File: config.mk
export PLATFORM = sky130hd
export DESIGN_NAME = piece_move_ctrl_flat
export DESIGN_NICKNAME = d
export VERILOG_FILES = /design/src/rtl/piece_move_ctrl_pkg.sv /design/src/rtl/piece_move_ctrl_if.sv /design/src/rtl/piece_move_ctrl_drop_timer.sv /design/src/rtl/piece_move_ctrl.sv /design/src/flat_wrapper.sv
export SDC_FILE = /design/constraint.sdc
export NUM_CORES = 1
export LEC_CHECK = 0
export BUFFER_PORTS_ARGS = -buffer_cell sky130_fd_sc_hd__buf_2
export CAP_MARGIN = 20
export CELL_PAD_IN_SITES_DETAIL_PLACEMENT = 1
export CELL_PAD_IN_SITES_GLOBAL_PLACEMENT = 2
export CORE_UTILIZATION = 35
export DETAILED_ROUTE_END_ITERATION = 8
export PLACE_DENSITY = 0.89
export RECOVER_POWER = 50
export SETUP_SLACK_MARGIN = 0.02
export SLEW_MARGIN = 20
export SYNTH_ARGS = -nofsm -noshare
export SYNTH_HDL_FRONTEND = slang
export SYNTH_SLANG_ARGS = --single-unit
File: constraint.sdc
create_clock -name frame_clk -period 2.9 [get_ports frame_clk]
set_input_delay 0.145 -clock frame_clk [delete_from_list [all_inputs] [get_ports frame_clk]]
set_output_delay 0.145 -clock frame_clk [all_outputs]
set_load 0.01 [all_outputs]
File: src/rtl/piece_move_ctrl_pkg.sv
// Shared types and constants for the falling-piece move sequencer.
// The grid defaults here are the top-level parameter defaults.
package piece_ctrl_pkg;

  localparam int COORD_W = 10;

  typedef enum logic [2:0] {
    IDLE,
    QUERY,
    LOCK,
    SPAWN_CHK,
    DEAD
  } state_t;

  typedef enum logic {
    KIND_H,
    KIND_D
  } move_kind_t;

  localparam logic [7:0] KEY_LEFT  = 8'h04;
  localparam logic [7:0] KEY_RIGHT = 8'h07;
  localparam logic [7:0] KEY_DOWN  = 8'h16;

  localparam int DEF_X_CENTER    = 320;
  localparam int DEF_Y_SPAWN     = 24;
  localparam int DEF_X_MIN       = 224;
  localparam int DEF_X_MAX       = 420;
  localparam int DEF_Y_MAX       = 460;
  localparam int DEF_STEP        = 24;
  localparam int DEF_DROP_PERIOD = 50;

  // A key press is the first non-zero code after a zero code.
  function automatic logic is_key_edge(input logic [7:0] code, input logic [7:0] prev);
    return (code != 8'h00) && (prev == 8'h00);
  endfunction

endpackage

File: src/rtl/piece_move_ctrl_if.sv
// Board-store handshake: collision query and lock write.
// master = move sequencer, slave = board store.
interface piece_move_ctrl_if;
  import piece_ctrl_pkg::*;

  logic               chk_req;
  logic [COORD_W-1:0] chk_x;
  logic [COORD_W-1:0] chk_y;
  logic               chk_ack;
  logic               chk_blocked;

  logic               lock_req;
  logic [COORD_W-1:0] lock_x;
  logic [COORD_W-1:0] lock_y;
  logic               lock_ack;

  modport master (
    output chk_req, chk_x, chk_y, lock_req, lock_x, lock_y,
    input  chk_ack, chk_blocked, lock_ack
  );

  modport slave (
    input  chk_req, chk_x, chk_y, lock_req, lock_x, lock_y,
    output chk_ack, chk_blocked, lock_ack
  );

endinterface

File: src/rtl/piece_move_ctrl_drop_timer.sv
// Gravity timer: counts 0..DROP_PERIOD-1 while enabled and pulses tick
// in the cycle it wraps back to zero.
module drop_timer #(
  parameter int DROP_PERIOD = 50
) (
  input  logic clk,
  input  logic rst_n,
  input  logic en,
  input  logic clr,
  output logic tick
);

  localparam int CW = (DROP_PERIOD > 1) ? $clog2(DROP_PERIOD) : 1;
  localparam logic [CW-1:0] LAST = CW'(DROP_PERIOD - 1);

  logic [CW-1:0] cnt;

  assign tick = en && !clr && (cnt == LAST);

  always_ff @(posedge clk or negedge rst_n) begin
    if (!rst_n) begin
      cnt <= '0;
    end else if (clr) begin
      cnt <= '0;
    end else if (en) begin
      cnt <= (cnt == LAST) ? '0 : cnt + CW'(1);
    end
  end

endmodule

File: src/rtl/piece_move_ctrl.sv
// Falling-piece move sequencer: merges key edges and gravity ticks, validates
// each move with the board store, then commits, locks, respawns or ends the game.
module piece_move_ctrl
  import piece_ctrl_pkg::*;
#(
  parameter int X_CENTER    = DEF_X_CENTER,
  parameter int Y_SPAWN     = DEF_Y_SPAWN,
  parameter int X_MIN       = DEF_X_MIN,
  parameter int X_MAX       = DEF_X_MAX,
  parameter int Y_MAX       = DEF_Y_MAX,
  parameter int STEP        = DEF_STEP,
  parameter int DROP_PERIOD = DEF_DROP_PERIOD
) (
  input  logic               frame_clk,
  input  logic               Reset_n,
  input  logic [7:0]         keycode,
  piece_move_ctrl_if.master  bus,
  output logic [COORD_W-1:0] PieceX,
  output logic [COORD_W-1:0] PieceY,
  output logic               alive
);

  localparam int WW = COORD_W + 1;
  localparam logic [COORD_W-1:0] X_CENTER_C = COORD_W'(X_CENTER);
  localparam logic [COORD_W-1:0] Y_SPAWN_C  = COORD_W'(Y_SPAWN);
  localparam logic [COORD_W-1:0] STEP_C     = COORD_W'(STEP);
  localparam logic [WW-1:0]      STEP_W     = WW'(STEP);
  localparam logic [WW-1:0]      LEFT_MIN_W = WW'(X_MIN + STEP);
  localparam logic [WW-1:0]      X_MAX_W    = WW'(X_MAX);
  localparam logic [WW-1:0]      FLOOR_W    = WW'(Y_MAX - STEP);

  state_t     state;
  move_kind_t kind;
  logic [7:0] prev_keycode;
  logic       pend_h;
  logic       pend_right;
  logic       pend_g;

  logic               key_edge;
  logic               edge_h;
  logic               edge_g;
  logic               left_ok;
  logic               right_ok;
  logic               at_floor;
  logic [COORD_W-1:0] x_left;
  logic [COORD_W-1:0] x_right;
  logic [COORD_W-1:0] y_down;
  logic               lock_done;
  logic               accept_events;
  logic               drop_tick;

  assign key_edge = is_key_edge(keycode, prev_keycode);
  assign edge_h   = key_edge && ((keycode == KEY_LEFT) || (keycode == KEY_RIGHT));
  assign edge_g   = key_edge && (keycode == KEY_DOWN);

  // Bounds are evaluated one bit wider so the left test cannot underflow.
  assign left_ok  = {1'b0, PieceX} >= LEFT_MIN_W;
  assign right_ok = ({1'b0, PieceX} + STEP_W) <= X_MAX_W;
  assign at_floor = ({1'b0, PieceY} + STEP_W) > FLOOR_W;
  assign x_left   = PieceX - STEP_C;
  assign x_right  = PieceX + STEP_C;
  assign y_down   = PieceY + STEP_C;

  assign lock_done     = (state == LOCK) && bus.lock_ack;
  assign accept_events = (state != DEAD) && !lock_done;

  drop_timer #(
    .DROP_PERIOD (DROP_PERIOD)
  ) u_drop_timer (
    .clk   (frame_clk),
    .rst_n (Reset_n),
    .en    (state != DEAD),
    .clr   (lock_done),
    .tick  (drop_tick)
  );

  always_ff @(posedge frame_clk or negedge Reset_n) begin
    if (!Reset_n) begin
      state        <= IDLE;
      kind         <= KIND_H;
      prev_keycode <= '0;
      pend_h       <= 1'b0;
      pend_right   <= 1'b0;
      pend_g       <= 1'b0;
      PieceX       <= X_CENTER_C;
      PieceY       <= Y_SPAWN_C;
      alive        <= 1'b1;
      bus.chk_req  <= 1'b0;
      bus.chk_x    <= '0;
      bus.chk_y    <= '0;
      bus.lock_req <= 1'b0;
      bus.lock_x   <= '0;
      bus.lock_y   <= '0;
    end else begin
      prev_keycode <= keycode;

      unique case (state)
        IDLE: begin
          if (pend_h) begin
            pend_h <= 1'b0;
            if (pend_right ? right_ok : left_ok) begin
              bus.chk_req <= 1'b1;
              bus.chk_x   <= pend_right ? x_right : x_left;
              bus.chk_y   <= PieceY;
              kind        <= KIND_H;
              state       <= QUERY;
            end
          end else if (pend_g) begin
            pend_g <= 1'b0;
            if (at_floor) begin
              bus.lock_req <= 1'b1;
              bus.lock_x   <= PieceX;
              bus.lock_y   <= PieceY;
              state        <= LOCK;
            end else begin
              bus.chk_req <= 1'b1;
              bus.chk_x   <= PieceX;
              bus.chk_y   <= y_down;
              kind        <= KIND_D;
              state       <= QUERY;
            end
          end
        end

        QUERY: begin
          if (bus.chk_ack) begin
            bus.chk_req <= 1'b0;
            if (!bus.chk_blocked) begin
              PieceX <= bus.chk_x;
              PieceY <= bus.chk_y;
              state  <= IDLE;
            end else if (kind == KIND_D) begin
              bus.lock_req <= 1'b1;
              bus.lock_x   <= PieceX;
              bus.lock_y   <= PieceY;
              state        <= LOCK;
            end else begin
              state <= IDLE;
            end
          end
        end

        LOCK: begin
          if (bus.lock_ack) begin
            bus.lock_req <= 1'b0;
            PieceX       <= X_CENTER_C;
            PieceY       <= Y_SPAWN_C;
            pend_h       <= 1'b0;
            pend_g       <= 1'b0;
            bus.chk_req  <= 1'b1;
            bus.chk_x    <= X_CENTER_C;
            bus.chk_y    <= Y_SPAWN_C;
            state        <= SPAWN_CHK;
          end
        end

        SPAWN_CHK: begin
          if (bus.chk_ack) begin
            bus.chk_req <= 1'b0;
            if (bus.chk_blocked) begin
              alive <= 1'b0;
              state <= DEAD;
            end else begin
              state <= IDLE;
            end
          end
        end

        DEAD: begin
          bus.chk_req  <= 1'b0;
          bus.lock_req <= 1'b0;
        end

        default: state <= IDLE;
      endcase

      // Placed after the case so an event arriving while its flag is being
      // serviced stays pending; a lock completion discards everything.
      if (accept_events) begin
        if (edge_h) begin
          pend_h     <= 1'b1;
          pend_right <= (keycode == KEY_RIGHT);
        end
        if (edge_g || drop_tick) begin
          pend_g <= 1'b1;
        end
      end
    end
  end

endmodule

File: src/flat_wrapper.sv
// flat-port wrapper written by rule: the top's interface ports become plain ports
module piece_move_ctrl_flat import piece_ctrl_pkg::*;
#(
  parameter int X_CENTER    = DEF_X_CENTER,
  parameter int Y_SPAWN     = DEF_Y_SPAWN,
  parameter int X_MIN       = DEF_X_MIN,
  parameter int X_MAX       = DEF_X_MAX,
  parameter int Y_MAX       = DEF_Y_MAX,
  parameter int STEP        = DEF_STEP,
  parameter int DROP_PERIOD = DEF_DROP_PERIOD
)
  (frame_clk, Reset_n, keycode, PieceX, PieceY, alive, bus_chk_req, bus_chk_x, bus_chk_y, bus_lock_req, bus_lock_x, bus_lock_y, bus_chk_ack, bus_chk_blocked, bus_lock_ack);
  piece_move_ctrl_if bus_i ();
  input  logic frame_clk;
  input  logic Reset_n;
  input  logic [7:0] keycode;
  output logic [COORD_W-1:0] PieceX;
  output logic [COORD_W-1:0] PieceY;
  output logic alive;
  output wire logic [$bits(bus_i.chk_req)-1:0] bus_chk_req;
  output wire logic [$bits(bus_i.chk_x)-1:0] bus_chk_x;
  output wire logic [$bits(bus_i.chk_y)-1:0] bus_chk_y;
  output wire logic [$bits(bus_i.lock_req)-1:0] bus_lock_req;
  output wire logic [$bits(bus_i.lock_x)-1:0] bus_lock_x;
  output wire logic [$bits(bus_i.lock_y)-1:0] bus_lock_y;
  input wire logic [$bits(bus_i.chk_ack)-1:0] bus_chk_ack;
  input wire logic [$bits(bus_i.chk_blocked)-1:0] bus_chk_blocked;
  input wire logic [$bits(bus_i.lock_ack)-1:0] bus_lock_ack;
  assign bus_chk_req = bus_i.chk_req;
  assign bus_chk_x = bus_i.chk_x;
  assign bus_chk_y = bus_i.chk_y;
  assign bus_lock_req = bus_i.lock_req;
  assign bus_lock_x = bus_i.lock_x;
  assign bus_lock_y = bus_i.lock_y;
  assign bus_i.chk_ack = bus_chk_ack;
  assign bus_i.chk_blocked = bus_chk_blocked;
  assign bus_i.lock_ack = bus_lock_ack;
  piece_move_ctrl #(.X_CENTER(X_CENTER), .Y_SPAWN(Y_SPAWN), .X_MIN(X_MIN), .X_MAX(X_MAX), .Y_MAX(Y_MAX), .STEP(STEP), .DROP_PERIOD(DROP_PERIOD)) u_core (.frame_clk(frame_clk), .Reset_n(Reset_n), .keycode(keycode), .bus(bus_i), .PieceX(PieceX), .PieceY(PieceY), .alive(alive));
endmodule
### After elaboration in Yosys (flattened, before gate mapping)

Index checks and enable logic that the tools add are counted.

* add/subtract/negate cells: 6
* $lt $le $gt $ge: 3
* equal/unequal tests: 24
* multiplexer cells: 74
* bitwise gates (word level): 1
* reduce and logical (&&, ||, !) cells: 29

Operators by type and width (number)
* two-way mux 10 bit: 27
* one-hot mux 10 bit (2 select lines): 6
* two-way mux 3 bit: 8
* two-way mux 1 bit: 23
* adder 10 x 5 -> 11 bit (second input constant): 2
* adder 10 x 5 -> 10 bit (second input constant): 2
* two-way mux 6 bit: 3
* == test 8 x 3 -> 1 bit (second input constant): 2
* one-hot mux 3 bit (5 select lines): 1
* != test 2 bit (second input constant): 7
* AND reduction 6 bit: 2
* > comparator 11 x 9 -> 1 bit (second input constant): 1
* <= comparator 11 x 9 -> 1 bit (second input constant): 1
* >= comparator 10 x 8 -> 1 bit (second input constant): 1
* != test 2 x 1 -> 1 bit (second input constant): 5
* nonzero test 2 bit: 5
* subtractor 10 x 5 -> 10 bit (second input constant): 1
* == test 8 x 5 -> 1 bit (second input constant): 1
* zero test 8 bit: 1
* one-hot mux 1 bit (4 select lines): 2
* AND reduction 4 bit: 2
* AND reduction 8 bit: 1
* nonzero test 4 bit: 2
* nonzero test 8 bit: 1
* 20 further kinds: 30

* register bits after elaboration: 84
* bits of input ports: 13
* output and inout bits: 63
* logic and storage cells: 153

### Longest topological paths before layout

* word-level depth: 8
* gate-level depth with buffers: 11
* gate-level depth less buffers: 9

### Cells and area by module

A second synthesis with hierarchy kept.

* cells, all modules: 446
* area, all modules: 4450.5 um2

By module, submodules not included
* piece_move_ctrl: times used 1, cells each 406, area each 4088.9 um2, sequential area each 1958.1 um2
* drop_timer: times used 1, cells each 40, area each 361.6 um2, sequential area each 150.1 um2

### Worst setup path before layout

OpenSTA, ideal clock, no wires.

* kind: reg2reg
* start: register u_core.PieceY[3]
* end: register u_core.bus.lock_x[2]
* setup time: 0.125 ns
* arrival: 2.591 ns
* required time: 2.775 ns
* slack: 0.184 ns
* stages on the path, launching flop included: 10
* period minus slack after synthesis: 2.716 ns
* cells stage by stage: dfstp_2 -> inv_1 -> ha_1 -> nor4b_1 -> o41ai_1 -> o22ai_1 -> o31a_1 -> o31ai_4 -> buf_6 -> mux2_2

* cells in the longest elaborated chain, start to end: 4

RTL lines
* start: declaration: RTL line piece_move_ctrl.sv:19 `output logic [COORD_W-1:0] PieceY,`
* start signal: assignment: RTL line piece_move_ctrl.sv:130 `PieceY <= bus.chk_y;`
* adder 10 x 5 -> 11 bit: RTL line piece_move_ctrl.sv:59 `assign at_floor = ({1'b0, PieceY} + STEP_W) > FLOOR_W;`
* > comparator 11 x 9 -> 1 bit: RTL line piece_move_ctrl.sv:59
* != test 2 x 1 -> 1 bit (no line)
* AND reduction 7 bit (no line)
* end signal: assignment: RTL line piece_move_ctrl.sv:112 `bus.lock_x <= PieceX;`
* end signal: assignment: RTL line piece_move_ctrl.sv:134 `bus.lock_x <= PieceX;`
* end: declaration: RTL line piece_move_ctrl_if.sv:18 `output chk_req, chk_x, chk_y, lock_req, lock_x, lock_y,`

No other way between the ends.
A chain may end at the register's enable or synchronous reset.

### Final worst setup path

* start: register u_core.PieceY[3]
* end: register u_core.bus.lock_y[4]

* cells in the longest elaborated chain, start to end: 4

RTL lines
* adder 10 x 5 -> 11 bit: RTL line piece_move_ctrl.sv:59
* > comparator 11 x 9 -> 1 bit: RTL line piece_move_ctrl.sv:59
* != test 2 x 1 -> 1 bit (no line)
* AND reduction 7 bit (no line)
* end signal: assignment: RTL line piece_move_ctrl.sv:113 `bus.lock_y <= PieceY;`
* end signal: assignment: RTL line piece_move_ctrl.sv:135 `bus.lock_y <= PieceY;`
* end: declaration: RTL line piece_move_ctrl_if.sv:18

No other way between the ends.

==> qor.yml <==
post_cts_buffers: 0
power_switching_share_pct: 35.6
drc: 0
initial_utilization_pct: 36.0
ys_seq_elements: 84
switchingPower_w: 0.00127
synth-edff-count: 0
tightest_slew_ps: 2080
yosysSeqAreaShare_pct: 51.3
power_density_nw_per_um2: 713
async_flop_share_pct: 100
violations: "max-capacitance violations, max-slew violations"
drt_wl_total_um: 11100
maxUsedRoutingLayer: "met4"
antenna_cells: 0
clkTransAtPathRegs_ps: 70
cp-end-kind: "flop"
period_needed_ps: 2780
p_leak_nw: 2.25
grt_first_pass_wirelength_um: 17900
synth_cells: 391
startpoint_type: "flop"
clock_skew_ps: 7.89
vias: 3340
slowest_delay_ps: 530
port_buffers: 75
synth_cell_type_count: 56
setup_viol: 0
drtPass1Iterations: 4
worst-r2r-cell-count: 8
internal-power_w: 0.00229
final_nets: 504
clkSinkCount: 84
met3WireLength_um: 415
dp_cells: 602
required_ps: 3140
avgSynthCellArea_um2: 10.5
ys_warn_count: 0
stdcell_count: 627
setup-tns-final_ps: 0
avgRoutedWirePerCell_um: 17.7
r2r_setup_slack_ps: 120
die_y_um: 110
layout_common_cells: "dfrtp_1, nand2_1, clkbuf_1"
via_per_inst: 5.33
arrival_ps: 3020
drtIter0Drc: 81
clock_path_buffers: 2
fmax_mhz: 359
gp_congestion: 0.827
core_um2: 11400
fin_crit_sh_pct: 96.0
syn_area_um2: 4110
drive_gt1_share_pct: 18.6
h-tree-depth: 3
grt_pass1_vias: 3503
final_core_util_pct: 43.7
r2r_start: "u_core.PieceY[3]$_DFFE_PN1P_"
die-area_um2: 12200
slew_headroom_pct: -38.6
antenna_found_initial: 0
crit_start: "u_core.PieceY[3]$_DFFE_PN1P_"
die_w_um: 110
ios: 76
synthToLayoutAreaGrowth_pct: 21.5
num_rows: 39
antenna_left: 0
r2r_end: "u_core.bus.lock_y[4]$_DFFE_PN0P_"
grt_usage_pct: 19.7
clk-insertion-delay-late_ps: 350
crit_end: "u_core.bus.lock_y[4]$_DFFE_PN0P_"
cts_tree: "built"
met2_length_um: 5250
wl_met1_um: 5200
grt_setup_unrepaired: "yes"
numCtsBuffers: 9
grt_max_degree: 85
hpwl_um: 7510
cts_root_buffer: "clkbuf_16"
path_class: "reg -> reg"
ys.flop_type: "dfrtp_1"
synth_fp_nets: 416
maxCapViolCount: 1
overflow: 0
pwr-share-comb_pct: 26.1
mostFrequentLayoutCell: "dfrtp_1"
min-delay-path-class: "in -> reg"
cp_cell_sequence: "inv_1 > ha_1 > o41ai_1 > o22ai_1 > o31a_1 > o31ai_4 > buf_4 > mux2_2"
cp_max_fo: 11
drv_slew: 85
status: "complete, but fails checks"
critPathSlowestCell: "dfstp_2"
p_seq_share_pct: 42.2
irDropWorstVdd_mv: 0.316
finalHoldViolCount: 0
p_clk_share_pct: 31.7
cells by family (layout without fill, tap and decap cells):
family / Yosys count / after routing / share of synthesized area [%]
multiplexers: 28 / 28 / 7.55
adder cells (fa/ha/maj): 12 / 12 / 3.84
flip-flops: 84 / 84 / 51.3
AND/OR/NAND/NOR: 119 / 119 / 14.0
AO/OA/AOI/OAI: 96 / 96 / 15.7
buffers and inverters: 37 / 130 / 4.33
XOR/XNOR: 15 / 15 / 3.20
power groups by stage:
stage / sequential [W] / clock [W] / combinational [W]
global placement: 0.00151 / 0 / 0.000892
global route: 0.00152 / 0.00119 / 0.00104
floorplan: 0.00147 / 0 / 0.000662
CTS: 0.00150 / 0.00115 / 0.000950
detailed placement: 0.00152 / 0 / 0.000935
finish: 0.00150 / 0.00113 / 0.000927
state kept, by name (all words and copies together) (netlist names):
signal	cells
u_core.bus.chk_x	10
u_core.bus.lock_req	1
u_core.pend_g	1
u_core.PieceY	10
u_core.bus.lock_y	10
u_core.state	3
u_core.bus.chk_y	10
u_core.bus.chk_req	1
u_core.PieceX	10
u_core.pend_h	1
u_core.kind	1
u_core.prev_keycode	8
u_core.u_drop_timer.cnt	6
u_core.alive	1
u_core.pend_right	1
u_core.bus.lock_x	10
area by class of cell:
class | instances | area (µm²)
multi-input combinational | 270 | 1840
tap | 143 | 179
inverter | 17 | 63.8
sequential | 84 | 2110
clock inverter | 5 | 35.0
clock buffer | 11 | 253
fill | 1354 | 6430
timing repair buffer | 97 | 514
layer usage:
layer	vias to the layer above	global-route usage, %
li1	1560	-
met1	1699	26.0
met2	64	31.8
met3	17	3.64
met4	0	8.27
met5	-	0
Yosys cell counts, types with 3 or more instances:
| cell type | number | area share (%) |
|---|---|---|
| nand2b_1 | 9 | 1.4 |
| mux2_2 | 21 | 5.8 |
| nand4_1 | 4 | 0.61 |
| clkbuf_1 | 9 | 0.82 |
| a21oi_1 | 10 | 1.2 |
| inv_1 | 17 | 1.6 |
| nor2_1 | 19 | 1.7 |
| dfstp_2 | 5 | 3.2 |
| xor2_1 | 10 | 2.1 |
| ha_1 | 11 | 3.4 |
| a31oi_1 | 3 | 0.46 |
| buf_2 | 3 | 0.37 |
| nand2_1 | 52 | 4.8 |
| buf_6 | 4 | 1.1 |
| nor2b_1 | 3 | 0.46 |
| a22o_1 | 16 | 3.4 |
| xnor2_1 | 5 | 1.1 |
| mux2_1 | 3 | 0.82 |
| a22oi_1 | 4 | 0.73 |
| dfrtp_1 | 79 | 48 |
| nor3b_1 | 4 | 0.73 |
| o21ai_0 | 39 | 4.8 |
| mux2i_1 | 4 | 0.97 |
| nand3_1 | 6 | 0.73 |
| o22ai_1 | 3 | 0.46 |
| nor3_1 | 9 | 1.1 |
critical path: cells and delay by family (launching register included):
family | cells | cell delay [ps]
muxes | 1 | 360
buffers and inverters | 2 | 300
AOI/OAI and AO/OA | 4 | 1170
adders and majority gates | 1 | 300
DFF | 1 | 530
through the flow:
stage	cell area (µm²)	power, W	setup slack (ps)	hold slack, ps
final	4990	0.00356	117	92.2
after global placement	4660	0.00240	203	269
after floorplan	4110	0.00213	184	-151
after global routing	4990	0.00376	4.44	148
after CTS	5030	0.00360	104	7.88
after detailed placement	4660	0.00245	121	268
timing repair:
action,in CTS,in global routing
hold buffers,8,1
setup endpoints to repair,0,17
hold endpoints to repair,8,79
resized for setup,0,2
worst min path at each step:
stage | start | end | slack [ps] | cells after the start
3_5_place_dp | keycode[5] | u_core.prev_keycode[5]$_DFF_PN0_ | 270 | 1
2_1_floorplan | Reset_n | u_core.PieceX[0]$_DFFE_PN0P_ | -150 | 0
3_3_place_gp | keycode[3] | u_core.prev_keycode[3]$_DFF_PN0_ | 270 | 1
6_report | bus_chk_ack | u_core.state[0]$_DFFE_PN0P_ | 90 | 2
5_1_grt | bus_chk_ack | u_core.state[0]$_DFFE_PN0P_ | 150 | 2
4_1_cts | Reset_n | u_core.bus.lock_x[5]$_DFFE_PN0P_ | 8 | 1
Note: power is estimated with default switching activity, not from simulation.
